**config.mk**
```make
export PLATFORM = sky130hd
export DESIGN_NAME = pwm_serializer
export DESIGN_NICKNAME = d
export VERILOG_FILES = /design/src/rtl/audio_pkg.sv /design/src/rtl/loudness_meter.sv /design/src/rtl/pwm_serializer.sv
export SDC_FILE = /design/constraint.sdc
export NUM_CORES = 1
export LEC_CHECK = 0
export CELL_PAD_IN_SITES_DETAIL_PLACEMENT = 2
export CELL_PAD_IN_SITES_GLOBAL_PLACEMENT = 2
export CORE_MARGIN = 1.5
export CORE_UTILIZATION = 36
export DETAILED_ROUTE_END_ITERATION = 12
export GPL_TIMING_DRIVEN = 1
export PLACE_DENSITY_LB_ADDON = 0.1
export SLEW_MARGIN = 30
export SYNTH_ARGS = -nofsm -noshare
export SYNTH_HDL_FRONTEND = slang
export SYNTH_SLANG_ARGS = --single-unit
export TNS_END_PERCENT = 5
```
**constraint.sdc**
```tcl
create_clock -name clock_i -period 3.9 [get_ports clock_i]
set_input_delay 0.585 -clock clock_i [delete_from_list [all_inputs] [get_ports clock_i]]
set_output_delay 0.585 -clock clock_i [all_outputs]
set_load 0.01 [all_outputs]
```
**src/rtl/audio_pkg.sv**
```systemverilog
// Shared types and default parameter values for the PWM audio serializer.
package audio_pkg;

   typedef enum logic {
      IDLE  = 1'b0,
      SHIFT = 1'b1
   } ser_state_e;

   localparam int DEF_WIDTH     = 16;
   localparam int DEF_MSB_FIRST = 0;
   localparam int DEF_BIT_DIV   = 1;
   localparam int DEF_WINDOW    = 100;
   localparam int DEF_THRESHOLD = 56;

endpackage

```
**src/rtl/loudness_meter.sv**
```systemverilog
// Counts high cycles of the serial audio bit over fixed windows and flags
// the window as loud when the count reaches THRESHOLD.
module loudness_meter
   import audio_pkg::*;
#(
   parameter int WINDOW    = DEF_WINDOW,
   parameter int THRESHOLD = DEF_THRESHOLD
) (
   input  logic clock_i,
   input  logic reset_i,
   input  logic enable_i,
   input  logic bit_i,
   output logic voice_indicator_o
);

   localparam int CW = (WINDOW > 1) ? $clog2(WINDOW) : 1;
   localparam logic [CW-1:0] WIN_LAST = CW'(WINDOW - 1);

   if (WINDOW < 1 || THRESHOLD < 0 || THRESHOLD > WINDOW) begin : g_bad_params
      $fatal(1, "loudness_meter: illegal WINDOW/THRESHOLD");
   end

   logic [CW-1:0] win_cnt_q, win_cnt_d;
   logic [CW-1:0] high_cnt_q, high_cnt_d;
   logic          voice_q, voice_d;
   logic [CW:0]   high_total;

   always_comb begin
      win_cnt_d  = win_cnt_q;
      high_cnt_d = high_cnt_q;
      voice_d    = voice_q;
      // The terminal cycle's own bit is part of its window.
      high_total = {1'b0, high_cnt_q} + {{CW{1'b0}}, bit_i};
      if (!enable_i) begin
         win_cnt_d  = '0;
         high_cnt_d = '0;
         voice_d    = 1'b0;
      end else if (win_cnt_q == WIN_LAST) begin
         voice_d    = (int'(high_total) >= THRESHOLD);
         win_cnt_d  = '0;
         high_cnt_d = '0;
      end else begin
         win_cnt_d  = win_cnt_q + CW'(1);
         high_cnt_d = high_cnt_q + {{(CW-1){1'b0}}, bit_i};
      end
   end

   always_ff @(posedge clock_i) begin
      if (reset_i) begin
         win_cnt_q  <= '0;
         high_cnt_q <= '0;
         voice_q    <= 1'b0;
      end else begin
         win_cnt_q  <= win_cnt_d;
         high_cnt_q <= high_cnt_d;
         voice_q    <= voice_d;
      end
   end

   assign voice_indicator_o = voice_q;

endmodule

```
**src/rtl/pwm_serializer.sv**
```systemverilog
// Serializes audio sample words onto a single registered PWM bit, with a
// one-word holding register for gapless playback and a loudness flag.
module pwm_serializer
   import audio_pkg::*;
#(
   parameter int WIDTH     = DEF_WIDTH,
   parameter int MSB_FIRST = DEF_MSB_FIRST,
   parameter int BIT_DIV   = DEF_BIT_DIV,
   parameter int WINDOW    = DEF_WINDOW,
   parameter int THRESHOLD = DEF_THRESHOLD
) (
   input  logic             clock_i,
   input  logic             reset_i,
   input  logic             enable_i,
   input  logic [WIDTH-1:0] data_i,
   input  logic             valid_i,
   output logic             ready_o,
   output logic             done_o,
   output logic             underrun_o,
   output logic             pwm_audio_o,
   output logic             pwm_sdaudio_o,
   output logic             voice_indicator_o
);

   localparam int BW = $clog2(WIDTH);
   localparam int DW = (BIT_DIV > 1) ? $clog2(BIT_DIV) : 1;
   localparam logic [BW-1:0] BIT_LAST = BW'(WIDTH - 1);
   localparam logic [DW-1:0] DIV_LAST = DW'(BIT_DIV - 1);

   if (WIDTH < 2 || BIT_DIV < 1 || (MSB_FIRST != 0 && MSB_FIRST != 1)) begin : g_bad_params
      $fatal(1, "pwm_serializer: illegal WIDTH/BIT_DIV/MSB_FIRST");
   end

   ser_state_e       state_q, state_d;
   logic [WIDTH-1:0] hold_q, hold_d;
   logic             hold_full_q, hold_full_d;
   logic [WIDTH-1:0] shift_q, shift_d;
   logic [BW-1:0]    bit_cnt_q, bit_cnt_d;
   logic [DW-1:0]    div_cnt_q, div_cnt_d;
   logic             pwm_q, pwm_d;
   logic             sd_q, sd_d;
   logic             load, accept, bit_last, word_last, done_c, underrun_c;
   logic [WIDTH-1:0] shift_next;

   function automatic logic first_bit(input logic [WIDTH-1:0] w);
      return (MSB_FIRST != 0) ? w[WIDTH-1] : w[0];
   endfunction

   // valid/ready: a word moves into the holding register on any edge where
   // valid_i && ready_o; ready_o is low exactly while the register is full,
   // so a write and a load into the shift register never share an edge.
   assign ready_o = !hold_full_q;
   assign accept  = valid_i && !hold_full_q;

   assign bit_last   = (div_cnt_q == DIV_LAST);
   assign word_last  = bit_last && (bit_cnt_q == BIT_LAST);
   assign shift_next = (MSB_FIRST != 0) ? (shift_q << 1) : (shift_q >> 1);

   always_comb begin
      state_d     = state_q;
      hold_d      = hold_q;
      hold_full_d = hold_full_q;
      shift_d     = shift_q;
      bit_cnt_d   = bit_cnt_q;
      div_cnt_d   = div_cnt_q;
      pwm_d       = pwm_q;
      sd_d        = 1'b1;
      load        = 1'b0;
      done_c      = 1'b0;
      underrun_c  = 1'b0;
      if (!enable_i) begin
         state_d   = IDLE;
         pwm_d     = 1'b0;
         bit_cnt_d = '0;
         div_cnt_d = '0;
      end else begin
         case (state_q)
            IDLE: begin
               pwm_d = 1'b0;
               load  = hold_full_q;
            end
            SHIFT: begin
               if (!bit_last) begin
                  div_cnt_d = div_cnt_q + DW'(1);
               end else if (!word_last) begin
                  div_cnt_d = '0;
                  bit_cnt_d = bit_cnt_q + BW'(1);
                  shift_d   = shift_next;
                  pwm_d     = first_bit(shift_next);
               end else begin
                  done_c = 1'b1;
                  if (hold_full_q) begin
                     load = 1'b1;
                  end else begin
                     underrun_c = 1'b1;
                     pwm_d      = 1'b0;
                     state_d    = IDLE;
                     bit_cnt_d  = '0;
                     div_cnt_d  = '0;
                  end
               end
            end
            default: state_d = IDLE;
         endcase
      end
      if (load) begin
         state_d     = SHIFT;
         shift_d     = hold_q;
         pwm_d       = first_bit(hold_q);
         bit_cnt_d   = '0;
         div_cnt_d   = '0;
         hold_full_d = 1'b0;
      end
      if (accept) begin
         hold_d      = data_i;
         hold_full_d = 1'b1;
      end
   end

   always_ff @(posedge clock_i) begin
      if (reset_i) begin
         state_q     <= IDLE;
         hold_q      <= '0;
         hold_full_q <= 1'b0;
         shift_q     <= '0;
         bit_cnt_q   <= '0;
         div_cnt_q   <= '0;
         pwm_q       <= 1'b0;
         sd_q        <= 1'b0;
      end else begin
         state_q     <= state_d;
         hold_q      <= hold_d;
         hold_full_q <= hold_full_d;
         shift_q     <= shift_d;
         bit_cnt_q   <= bit_cnt_d;
         div_cnt_q   <= div_cnt_d;
         pwm_q       <= pwm_d;
         sd_q        <= sd_d;
      end
   end

   assign done_o        = done_c && !reset_i;
   assign underrun_o    = underrun_c && !reset_i;
   assign pwm_audio_o   = pwm_q;
   assign pwm_sdaudio_o = sd_q;

   loudness_meter #(
      .WINDOW   (WINDOW),
      .THRESHOLD(THRESHOLD)
   ) u_loudness (
      .clock_i          (clock_i),
      .reset_i          (reset_i),
      .enable_i         (enable_i),
      .bit_i            (pwm_q),
      .voice_indicator_o(voice_indicator_o)
   );

endmodule

```
==> results.tsv <==
stage	metric	value	unit
status	status	complete, no violations	
final_layout	Syn-to-layout area delta	15.5	%
routing	total number of vias	1956	
clocking	CTS sink count	54	
timing	smallest hold slack	458	ps
die	die area	0.00707	mm²
synthesis	Mapped Cells	273	
routing	drc violations	0	
power	pwr dens	381	mW/mm²
synthesis	fraction of registers with async set/reset	0	
synthesis	average size of a mapped cell	8.67	µm²
timing	Tightest Pin Transition	710	ps
power	Power Internal	0.776	mW
final_layout	n_diodes	0	
routing	Via density	5.32	
setup_path	Setup crit start kind	primary input	
synthesis	synth cell count leaders	dfxtp_1, nand2_1, nor2_1	
power	sw frac	0.254	
clocking	total of cells resized after clock tree synthesis	0	
setup_path	Reg2Reg Depth	4	
timing	min cycle time layout	2710	ps
placement	post-DP HPWL	4030	µm
clocking	Clock Path Buffers	2	
timing	fin crit share	0.696	
worst_hold_path	hold_sp	u_loudness.win_cnt_q[0]$_SDFF_PP0_	
routing	Iteration-0 DRC Markers	53	
synthesis	Area contributors post-synth	dfxtp_1, nand2_1, nor2_1, a21oi_1, a211oi_1	
setup_path	crit path max fanout	3	
die	Initial Utilization	0.373	
grt	Global Route Usage Sum	0.185	
timing	clock skew	9.21	ps
synthesis	YS warnings	0	
power	Peak VDD IR	0.000185	V
routing	Final ANT Viol Nets	0	
synthesis	Distinct cells, synth	36	
placement	Port Buffer Count	25	
final_layout	Multi-input gate area	0.00116	mm²
final_layout	fill count	705	
routing	DRT Wirelength	5890	µm
timing	Rel. slew slack	0.526	
clocking	Clock Tree Root	clkbuf_8	
synthesis	Top FF cell, synth	dfxtp_1	
setup_path	R2R setup slack	1840	ps
synthesis	mapped cell area	0.00237	mm²
power	Switching Power	0.265	mW
setup_path	RR Endpoint	hold_q[15]$_SDFFE_PP0P_	
clocking	setup bufs post-CTS	0	
grt	initial antenna violation count	0	
worst_hold_path	WHS Endpoint	u_loudness.win_cnt_q[0]$_SDFF_PP0_	
final_layout	# nets final	314	
die	IO Count	26	
timing	RSZ-0062 raised after global routing	no	
routing	drt pass-1 iters	4	
setup_path	Req. time, crit path	3310	ps
worst_hold_path	hold crit path type	reg -> reg	
synthesis	Synthesized Nets	297	
die	Core Region	0.00635	mm²
final_layout	Sequential cell area	0.00108	mm²
clocking	clock-pin transition on the worst setup and hold timing paths	90	ps
clocking	Num CTS Buffers	5	
synthesis	top-count cell post-synth	dfxtp_1	
setup_path	arrival time worst endpoint	2130	ps
die	cell row count	29	
grt	total gr overflow	0	
synthesis	Yosys top cell area share	0.457	
grt	wire length of the first global-routing pass	10400	µm
power	Pleak	0.955	nW
synthesis	area leader, netlist	dfxtp_1	
timing	setup TNS	0	ps
timing	final hold vios	0	
power	Clk pwr share	0.313	
routing	Avg WL per Cell	16.0	µm
die	DIE HEIGHT	84.1	µm
die	die width	84.1	µm
flow_run	Max-cap violations	0	
synthesis	sequential element share of the synthesized area	0.457	
clocking	hold-fix buffers at CTS	0	
worst_hold_path	depth of the worst hold-timing path	1	
setup_path	Crit. End Element	output port	
synthesis	EDFF count, synth	0	
setup_path	crit path kind	in -> out	
timing	Final Slew Violations	0	
clocking	Clk Latency, worst-skew pair	310	ps
synthesis	Synth Register Bits	54	
clocking	CTS tree	yes	
clocking	H-tree depth	2	
power	Combinational Power Share	0.119	
placement	GP Congestion	0.743	
setup_path	reg-to-reg startpoint	hold_full_q$_SDFFE_PP0P_	
grt	largest net degree at the start of global routing	35	
timing	Peak Freq	0.369	GHz
final_layout	share of layout cells above drive strength 1	0.0687	
timing	Setup-failing EPs final	0	
power	sequential power share	0.568	
grt	vias in the first global route	2107	
power	Final Total Pwr	1.04	mW
[worst max path at each step]
stage | start | endpoint | slack, ps | cells past startpoint
finish | enable_i | underrun_o | 1190 | 5
global route | enable_i | underrun_o | 1070 | 5
CTS | enable_i | underrun_o | 1190 | 5
detailed placement | enable_i | underrun_o | 1190 | 5
global placement | enable_i | underrun_o | 1220 | 5
floorplan | enable_i | underrun_o | 2030 | 4
[power by group through the flow]
stage / Combinational (mW) / Sequential [mW] / Clock, mW
floorplan: 0.0860 / 0.598 / 0
global placement: 0.121 / 0.603 / 0
detailed placement: 0.126 / 0.604 / 0
CTS: 0.127 / 0.591 / 0.338
global route: 0.140 / 0.595 / 0.357
finish: 0.124 / 0.591 / 0.325
[per-layer routing]
| layer | part of all wire | track usage |
|---|---|---|
| met1 | 0.49 | 0.254 |
| met2 | 0.48 | 0.297 |
| met3 | 0.022 | 0.0326 |
| met4 | 0.0092 | 0.0492 |
| met5 | 0 | 0 |
[critical path, cell delays in order]
cell and delay (ps):
clkdlybuf4s50_1 510, nor2b_1 220, nand2_1 100, nor3_1 150, clkdlybuf4s50_1 560
[metrics by stage]
stage	utilization	instance area [µm²]	setup slack, ps	std cells
2_1_floorplan	-	2370	2030	273
3_3_place_gp	0.416	2640	1220	360
3_5_place_dp	0.416	2640	1190	360
4_1_cts	0.431	2730	1190	368
5_1_grt	0.431	2730	1070	368
6_report	0.431	2730	1190	368
[cell usage in the layout, fill, tap and decap left out, types with 2 or more instances in the layout]
master	instances
a211oi_1	15
inv_1	6
nand3_1	5
and3_1	2
nand3b_1	14
nand2b_1	2
o31ai_2	5
clkbuf_8	6
nand4_1	2
buf_4	4
xnor2_1	5
xor2_1	5
nor3_1	3
nand2_1	42
a21oi_1	23
and4b_1	2
o21ai_0	4
dfxtp_1	54
clkdlybuf4s50_1	25
ha_1	4
nor4b_1	2
mux2i_1	3
nor2_1	36
o31ai_1	9
nor2b_1	2
[final cells by class]
class	count	area share
multi-input combinational	194	0.425
sequential	54	0.395
timing repair buffer	29	0.103
tap	77	0.0352
clock buffer	7	0.0316
inverter	6	0.00824
clock inverter	1	0.00183
[cells by family after synthesis]
group | after synthesis | share of synthesized area
flops | 54 | 0.457
fa+ha+maj | 4 | 0.0211
buf+inv | 25 | 0.0523
simple gates | 116 | 0.238
compound gates | 61 | 0.182
xor+xnor | 10 | 0.0370
mux | 3 | 0.0127
[state kept, by name, indices dropped and copies added (netlist names)]
name / flops
pwm_audio_o: 1
shift_q: 15
bit_cnt_q: 4
state_q: 1
u_loudness.win_cnt_q: 7
hold_full_q: 1
u_loudness.high_cnt_q: 7
hold_q: 16
pwm_sdaudio_o: 1
u_loudness.voice_indicator_o: 1
Power figures use the tool's default switching activity.
